**src/rtl/conv_wt_bank.sv**
```systemverilog
// conv_wt_bank: double-buffered convolution weight store.
//
// Weights are loaded filter-major into the shadow bank while the active bank
// can be streamed to a MAC array, one tap of every filter per beat. A swap
// makes a completed shadow bank active. Each filter lane has its own
// synchronous-read memory holding both banks.
//
// Ports:
//   clk, rst_n         clock, asynchronous active-low reset
//   load_valid/ready   load handshake for one weight word (load_data)
//   load_last          marks the final word of a full weight set
//   load_err           one-cycle pulse when load_last disagrees with the count
//   swap               request to make the shadow bank active
//   start              request to stream the active bank once
//   w_valid/w_ready    stream handshake; w_data holds tap w_tap of all lanes
//   w_last             high with the beat for tap KSIZE-1
//   busy               read FSM not idle
//   bank_rdy           active bank holds valid weights
//   shadow_full        shadow bank holds a complete set
//
// Read FSM
//   state     | meaning
//   ST_IDLE   | waiting for start with a ready bank
//   ST_FETCH  | reading tap 0 of all lanes
//   ST_STREAM | presenting a beat, advancing on w_ready

module conv_wt_bank #(
  parameter int NUM_FILT = 16,
  parameter int KSIZE    = 9,
  parameter int WT_W     = 16,
  localparam int TAP_W   = (KSIZE > 1) ? $clog2(KSIZE) : 1
) (
  input  logic                     clk,
  input  logic                     rst_n,
  input  logic                     load_valid,
  input  logic [WT_W-1:0]          load_data,
  input  logic                     load_last,
  output logic                     load_ready,
  output logic                     load_err,
  input  logic                     swap,
  input  logic                     start,
  input  logic                     w_ready,
  output logic                     w_valid,
  output logic [NUM_FILT*WT_W-1:0] w_data,
  output logic [TAP_W-1:0]         w_tap,
  output logic                     w_last,
  output logic                     busy,
  output logic                     bank_rdy,
  output logic                     shadow_full
);

  localparam int FILT_W = (NUM_FILT > 1) ? $clog2(NUM_FILT) : 1;
  localparam logic [TAP_W-1:0]  TAP_LAST  = TAP_W'(KSIZE - 1);
  localparam logic [FILT_W-1:0] FILT_LAST = FILT_W'(NUM_FILT - 1);

  localparam logic [1:0] ST_IDLE   = 2'd0;
  localparam logic [1:0] ST_FETCH  = 2'd1;
  localparam logic [1:0] ST_STREAM = 2'd2;

  logic [1:0]        state_q, state_d;
  logic              bank_sel_q, bank_sel_d;
  logic              bank_rdy_q, bank_rdy_d;
  logic              shadow_full_q, shadow_full_d;
  logic              load_err_q, load_err_d;
  logic [FILT_W-1:0] filt_q, filt_d;
  logic [TAP_W-1:0]  ld_tap_q, ld_tap_d;
  logic [TAP_W-1:0]  w_tap_q, w_tap_d;

  logic             wr_en;
  logic             ld_last_word;
  logic             swap_acc;
  logic             rd_en;
  logic [TAP_W-1:0] rd_tap;

  assign wr_en        = load_valid & ~shadow_full_q;
  assign ld_last_word = (filt_q == FILT_LAST) && (ld_tap_q == TAP_LAST);
  assign swap_acc     = swap & shadow_full_q & (state_q == ST_IDLE);

  // Load side: separate filter/tap counters walk the shadow bank filter-major.
  always_comb begin
    filt_d        = filt_q;
    ld_tap_d      = ld_tap_q;
    shadow_full_d = shadow_full_q;
    load_err_d    = 1'b0;
    if (wr_en) begin
      load_err_d = load_last ^ ld_last_word;
      if (ld_last_word) begin
        filt_d        = '0;
        ld_tap_d      = '0;
        shadow_full_d = 1'b1;
      end else if (ld_tap_q == TAP_LAST) begin
        ld_tap_d = '0;
        filt_d   = filt_q + 1'b1;
      end else begin
        ld_tap_d = ld_tap_q + 1'b1;
      end
    end
    // A swap needs shadow_full already set, so it never meets a write.
    if (swap_acc) shadow_full_d = 1'b0;
  end

  assign bank_sel_d = bank_sel_q ^ swap_acc;
  assign bank_rdy_d = bank_rdy_q | swap_acc;

  // Read FSM: the memory read for the next tap is issued on the same edge
  // that accepts the current beat, so beats flow back to back.
  always_comb begin
    state_d = state_q;
    w_tap_d = w_tap_q;
    rd_en   = 1'b0;
    rd_tap  = w_tap_q + 1'b1;
    case (state_q)
      ST_IDLE: begin
        if (start && bank_rdy_q && !swap_acc) state_d = ST_FETCH;
      end
      ST_FETCH: begin
        rd_en   = 1'b1;
        rd_tap  = '0;
        w_tap_d = '0;
        state_d = ST_STREAM;
      end
      ST_STREAM: begin
        if (w_ready) begin
          if (w_tap_q == TAP_LAST) begin
            state_d = ST_IDLE;
            w_tap_d = '0;
          end else begin
            rd_en   = 1'b1;
            w_tap_d = w_tap_q + 1'b1;
          end
        end
      end
      default: state_d = ST_IDLE;
    endcase
  end

  always_ff @(posedge clk or negedge rst_n) begin
    if (!rst_n) begin
      state_q       <= ST_IDLE;
      bank_sel_q    <= 1'b0;
      bank_rdy_q    <= 1'b0;
      shadow_full_q <= 1'b0;
      load_err_q    <= 1'b0;
      filt_q        <= '0;
      ld_tap_q      <= '0;
      w_tap_q       <= '0;
    end else begin
      state_q       <= state_d;
      bank_sel_q    <= bank_sel_d;
      bank_rdy_q    <= bank_rdy_d;
      shadow_full_q <= shadow_full_d;
      load_err_q    <= load_err_d;
      filt_q        <= filt_d;
      ld_tap_q      <= ld_tap_d;
      w_tap_q       <= w_tap_d;
    end
  end

  // One memory per filter lane; bank index is the top address bit.
  // Writes go to the shadow bank, reads come from the active bank.
  for (genvar f = 0; f < NUM_FILT; f++) begin : g_lane
    logic [WT_W-1:0] mem_q [2][KSIZE];
    logic [WT_W-1:0] rd_q;

    always_ff @(posedge clk) begin
      if (wr_en && (filt_q == FILT_W'(f))) mem_q[~bank_sel_q][ld_tap_q] <= load_data;
    end

    // Read register is reset so w_data comes up as zero; the array is not.
    always_ff @(posedge clk or negedge rst_n) begin
      if (!rst_n)     rd_q <= '0;
      else if (rd_en) rd_q <= mem_q[bank_sel_q][rd_tap];
    end

    assign w_data[f*WT_W +: WT_W] = rd_q;
  end

  assign load_ready  = ~shadow_full_q;
  assign load_err    = load_err_q;
  assign w_valid     = (state_q == ST_STREAM);
  assign w_tap       = w_tap_q;
  assign w_last      = (state_q == ST_STREAM) && (w_tap_q == TAP_LAST);
  assign busy        = (state_q != ST_IDLE);
  assign bank_rdy    = bank_rdy_q;
  assign shadow_full = shadow_full_q;

endmodule

```
**config.mk**
```make
export PLATFORM = sky130hd
export DESIGN_NAME = conv_wt_bank
export DESIGN_NICKNAME = d
export VERILOG_FILES = /design/src/rtl/conv_wt_bank.sv
export SDC_FILE = /design/constraint.sdc
export NUM_CORES = 2
export LEC_CHECK = 0
export BUFFER_PORTS_ARGS = -buffer_cell sky130_fd_sc_hd__buf_2
export CAP_MARGIN = 20
export CORE_MARGIN = 2
export CORE_UTILIZATION = 45
export CTS_CLUSTER_DIAMETER = 60
export DETAILED_ROUTE_END_ITERATION = 8
export RECOVER_POWER = 100
export SLEW_MARGIN = 5
export SYNTH_ARGS = -nofsm -noshare
export SYNTH_HDL_FRONTEND = slang
export SYNTH_MEMORY_MAX_BITS = 65536
export SYNTH_SLANG_ARGS = --single-unit
```
**constraint.sdc**
```tcl
create_clock -name clk -period 10.9 [get_ports clk]
set_input_delay 1.09 -clock clk [delete_from_list [all_inputs] [get_ports clk]]
set_output_delay 1.09 -clock clk [all_outputs]
set_load 0.02 [all_outputs]
```
## Word level (Yosys, flattened, before mapping)

Memories as Yosys holds them, arrays and structs flattened.
Index checks and enable logic that the tools add are counted.

- Memory bits (writable): 4608
- Register bits: 274
- Latch bits: 0
- Memories kept: 16
- Input port bits: 23
- Logic and storage cells: 212
- ROM bits: 0

- Bitwise logic cells: 10
- Add/subtract/negate cells: 3
- $mul: 0
- Order comparisons: 3
- Mux-type cells: 101
- Reductions and logical operators: 33
- Eq/ne operators: 22
- Shifts and indexed selects: 0
- Divide/modulo/power cells: 0

Memories:

| name | words | width | read ports | clocked after memory_dff | wr ports | line | RTL |
|---|---|---|---|---|---|---|---|
| g_lane[0].mem_q | 2 | 144 | 1 | 0 | 1 | 162 | `logic [WT_W-1:0] mem_q [2][KSIZE];` |
| g_lane[10].mem_q | 2 | 144 | 1 | 0 | 1 | 162 |  |
| g_lane[11].mem_q | 2 | 144 | 1 | 0 | 1 | 162 |  |
| g_lane[12].mem_q | 2 | 144 | 1 | 0 | 1 | 162 |  |
| g_lane[13].mem_q | 2 | 144 | 1 | 0 | 1 | 162 |  |
| g_lane[14].mem_q | 2 | 144 | 1 | 0 | 1 | 162 |  |
| 10 more memories | n/a | n/a | n/a | n/a | n/a | n/a |  |

Operator list:

| kind | number |
|---|---|
| $mux 144 | 16 |
| $bmux 16 s4 | 16 |
| $mux 16 | 33 |
| $demux 16 s4 | 1 |
| $eq 4x4->1 const B | 10 |
| $mux 4 | 7 |
| $mux 1 | 22 |
| $logic_and 1x1->1 | 21 |
| $eq 4x3->1 const B | 4 |
| $add 4x1->4 const B | 3 |
| $ge 5x5->1 const B | 2 |
| $not 4->5 | 2 |
| $reduce_bool 2->1 | 5 |
| $eq 4x2->1 const B | 2 |
| $pmux 4 s2 | 1 |
| $mux 2 | 3 |
| $pmux 2 s3 | 1 |
| $reduce_and 2->1 | 3 |
| $lt 5x1->1 const B | 1 |
| $eq 4x1->1 const B | 1 |
| $logic_not 4->1 | 1 |
| $ne 2x1->1 const B | 2 |
| $and 1x1->1 | 3 |
| $reduce_and 3->1 | 1 |
| 9 further kinds | 11 |

## Longest topological paths before layout

- Word-level depth: 6
- Mapped depth: 10
- Depth with buffers taken out: 7

## Worst setup path after synthesis

No wires, ideal clock.

- Path kind: input port to flip-flop
- Start: input port load_valid
- End: memory g_lane[7].mem_q[0][0] in the netlist's numbering, enable pin
- Arrival time: 3.619 ns
- Slack: 6.845 ns
- Cell stages on the path: 5
- Buffers on the path: 2
- Library setup time: 0.436 ns
- Cells stage by stage: nor2b_1 clkbuf_1 clkbuf_1 nand2_1 nor4b_1

- Word-level cells in the longest chain between the ends: 4

Ends and longest elaborated chain:

| element | line | RTL |
|---|---|---|
| start: declaration | 35 | `input logic load_valid,` |
| $and 1x1->1 | 75 | `assign wr_en = load_valid & ~shadow_full_q;` |
| $logic_and 1x1->1 | 166 | `if (wr_en && (filt_q == FILT_W'(f))) mem_q[~bank_sel_q][ld_tap_q] <= load_data;` |
| $mux 1 | 166 |  |
| $mux 144 (implied by the code) | 166 |  |
| end: declaration | 162 |  |

Every way passes these cells.

## Worst setup path in the final report

- Start: input port load_data[8]
- End: memory g_lane[0].mem_q[0][120] in the netlist's numbering, data pin

RTL lines:

| element | line | RTL |
|---|---|---|
| start: declaration | 36 | `input logic [WT_W-1:0] load_data,` |
| end: declaration | 162 |  |

No word-level cell before the write port.

==> summary.md <==
| Metric | Value |
|---|---|
| Status | finished, violations left |
| Failing checks | capacitance limit, slew limit |
| Largest net degree at the start of global routing | 172 |
| Synth Flop Type | edfxtp_1 |
| Synth Cell Area | approximately 180000 sq um |
| Synth area leader | edfxtp_1 |
| Cells after synthesis | between 8000 and 9000 |
| Placed Instances | roughly 14000 |
| Maximum vdd drop | ~330 uV |
| Reg2reg setup slack | 3.31 ns |
| Area growth from synthesis to layout | 13.0% |
| LEAKAGE | about 65 nW |
| Global-route wire length before repair | between 600000 and 700000 microns |
| Setup Fix Bufs, Post-CTS | 0 |
| Number of routed nets with antenna violations | 0 |
| Slowest Stage Delay on Critical Path | between 3 and 4 ns |
| First drt pass iteration count | 5 |
| #FFs+latches synth | 4882 |
| Largest fanout on the critical path | between 80 and 90 |
| Clock Sink Count | between 4000 and 5000 |
| Post-route insts no fill | 14970 |
| DRC Markers | 0 |
| Die width | about 640 microns |
| Fin. max-slew vios | 4439 |
| Power Dens Cells | around 260 nW/um^2 |
| Syn Nets | 8457 |
| Initial antenna violation count | 28 |
| Crit. Startpoint | load_data[8] |
| Port-buffer cells | roughly 290 |
| Total power | 53.6 mW |
| Ys Warns | 0 |
| Max-cap violation count | 115 |
| Register area share after synthesis | about four fifths |
| Initial Util | approximately 45% |
| CP Cell Sequence | clkbuf_1, clkbuf_1, buf_4 |
| Worst hold path class | in2reg |
| Vias per cell | around 6.1 |
| Netlist cell types | between 40 and 50 |
| Worst-skew pair later-pin latency | a little over 1 ns |
| Worst-margin pin slew | between 7 and 8 ns |
| CP Data Arrival Time | approximately 8.3 ns |
| Clk root buf | clkbuf_16 |
| Fin util | 51.1% |
| WHS | roughly 0.48 ns |
| Max Fclk | around 130 MHz |
| GR Util All Layers | about a quarter |
| Setup WS pre-CTS | about 5.7 ns |
| CTS buffer count | roughly 480 |
| Initial DRC Count | between 10000 and 15000 |
| Syn_area_per_cell | 21.8 sq um |
| Placeable Area | 407000 sq um |
| Crit path launch type | input port |
| Final period utilization | 70.2% |
| FF-to-FF path depth | 8 |
| Die ar. | just over 400000 sq um |
| Most used cell along the critical path | clkbuf_1 |
| RSZ-0062 raised after global routing | no |
| Cell area after layout | just over 200000 sq um |
| DP Area | 194000 sq um |
| Setup WS post-layout | about 3.2 ns |
| Hold Crit Depth | 3 |
| Routed wire length | between 400000 and 500000 microns |
| Final Hold Vio Count | 0 |
| CTS Hold Bufs | 0 |
| Ratio of cells with drive above 1 in the final layout | 19.9% |
| Total gr overflow | 0 |
| Clock-pin slew on the worst setup and hold paths | roughly 0.060 ns |
| Number of synthesized flops with an enable pin | between 4000 and 5000 |
| Vias in the first global route | 91565 |
| Main area contributors after synthesis | edfxtp_1 (75%), mux4_2 (13%), dfrtp_1 (3.7%), a22oi_1 (2.1%), mux2i_1 (1.4%) |
| Final Critical Period | around 7.7 ns |
| Slowest cell on crit path | clkbuf_1 |
| Final Wtd Congestion | between 0.7 and 0.8 |
| Clock Skews | between 0.06 and 0.07 ns |
| Worst slew margin relative to its limit | -388% |
| Nets | between 9000 and 10000 |
| IO Count | just under 300 |
| Async SR Flop Fraction | 5.61% |
| Die height | ~640 microns |
| Min-delay src | load_last |
| Clk buf depth | 4 |
| H-tree levels | 5 |
| Rows | 234 |
| Synth top area share | 75.2% |
| Final Setup Violations | 0 |
| DP Wirelength | approximately 260000 microns |
| Post-CTS Resized | 0 |
| CTS tree | built |
| Worst setup EP type | flop |
| WL/cell | approximately 33 microns |
| Sum Neg Setup Slack | 0 ns |
| WP data required | approximately 12 ns |
| Vias | just over 90000 |
| Critical path type | in2reg |
| RR Startpoint | w_tap[0] |
==> final cells by class <==
class | instances | area [sq um]
fill | 31985 | 199000
sequential | 4882 | 145000
multi-input combinational | 3002 | 36400
clock buffer | 646 | 13100
tap | 5428 | 6790
timing repair buffer | 721 | 3450
clock inverter | 262 | 2720
antenna | 18 | 45.0
inverter | 11 | 41.3
==> flip-flops by register name (all words and copies together) (netlist names) <==
signal	cells
g_lane.mem_q	4608
ld_tap_q	4
bank_sel_q	1
shadow_full	1
load_err	1
bank_rdy	1
filt_q	4
state_q	2
g_lane.rd_q	256
w_tap	4
==> placed cells by master, fill, tap and decap left out, drive strengths merged, types with 5 or more instances in the layout <==
master	Yosys	routed
nor2	547	547
bufinv	0	47
clkinv	0	186
mux4	1021	1021
diode	0	18
o21ai	20	20
mux2i	263	263
buf	317	115
nand2	39	39
dfrtp	274	274
nor2b	5	5
nand3	21	21
a22oi	512	512
clkinvlp	0	11
clkbuf	206	1252
ha	16	16
edfxtp	4608	4608
a21oi	259	259
a221o	256	256
inv	11	29
==> critical path: cells and delay by family <==
kind	cells	cell delay [ns]
buffers and inverters	3	6.99
==> per-layer routing <==
| layer | share of wire [%] | GRT usage [%] | vias to the layer above |
|---|---|---|---|
| met2 | 50 | 38.9 | 4023 |
| li1 | - | - | 36935 |
| met3 | 8.0 | 3.65 | 686 |
| met1 | 40 | 32.4 | 49458 |
| met5 | 0.010 | 0 | - |
| met4 | 2.9 | 5.96 | 8 |
==> cells in the mapped netlist (all sizes together) (11+ instances only) <==
master     n
a21oi    259
a221o    256
a22oi    512
buf      317
clkbuf   206
dfrtp    274
edfxtp  4608
ha        16
inv       11
mux2i    263
mux4    1021
nand2     39
nand3     21
nor2     547
o21ai     20
==> worst paths after layout <==
kind / to
setup / recovery: g_lane[0].mem_q[0][120]
hold / removal: load_err
setup reg to reg: g_lane[1].rd_q[8]
hold reg to reg: g_lane[1].rd_q[14]
max in group asynchronous: bank_sel_q
min in group asynchronous: g_lane[0].rd_q[4]
==> cells by family after synthesis <==
kind of cell | after synthesis | synth area share [%]
xor gates and xnor gates | 4 | 0.0191
adders and majority gates | 16 | 0.109
buffers and inverters | 534 | 1.31
and+or+nand+nor | 641 | 1.38
AOI/OAI and AO/OA | 1055 | 4.28
DFF | 4882 | 79.0
muxes | 1286 | 13.9
==> power by group <==
group / leakage [nW] / internal [mW] / switching (mW)
logic: 12.5 / 6.34 / 8.88
clock network: 7.76 / 9.55 / 7.01
registers: 44.8 / 21.2 / 0.658
total: 65.1 / 37.1 / 16.6
Power figures use the tool's default switching activity.
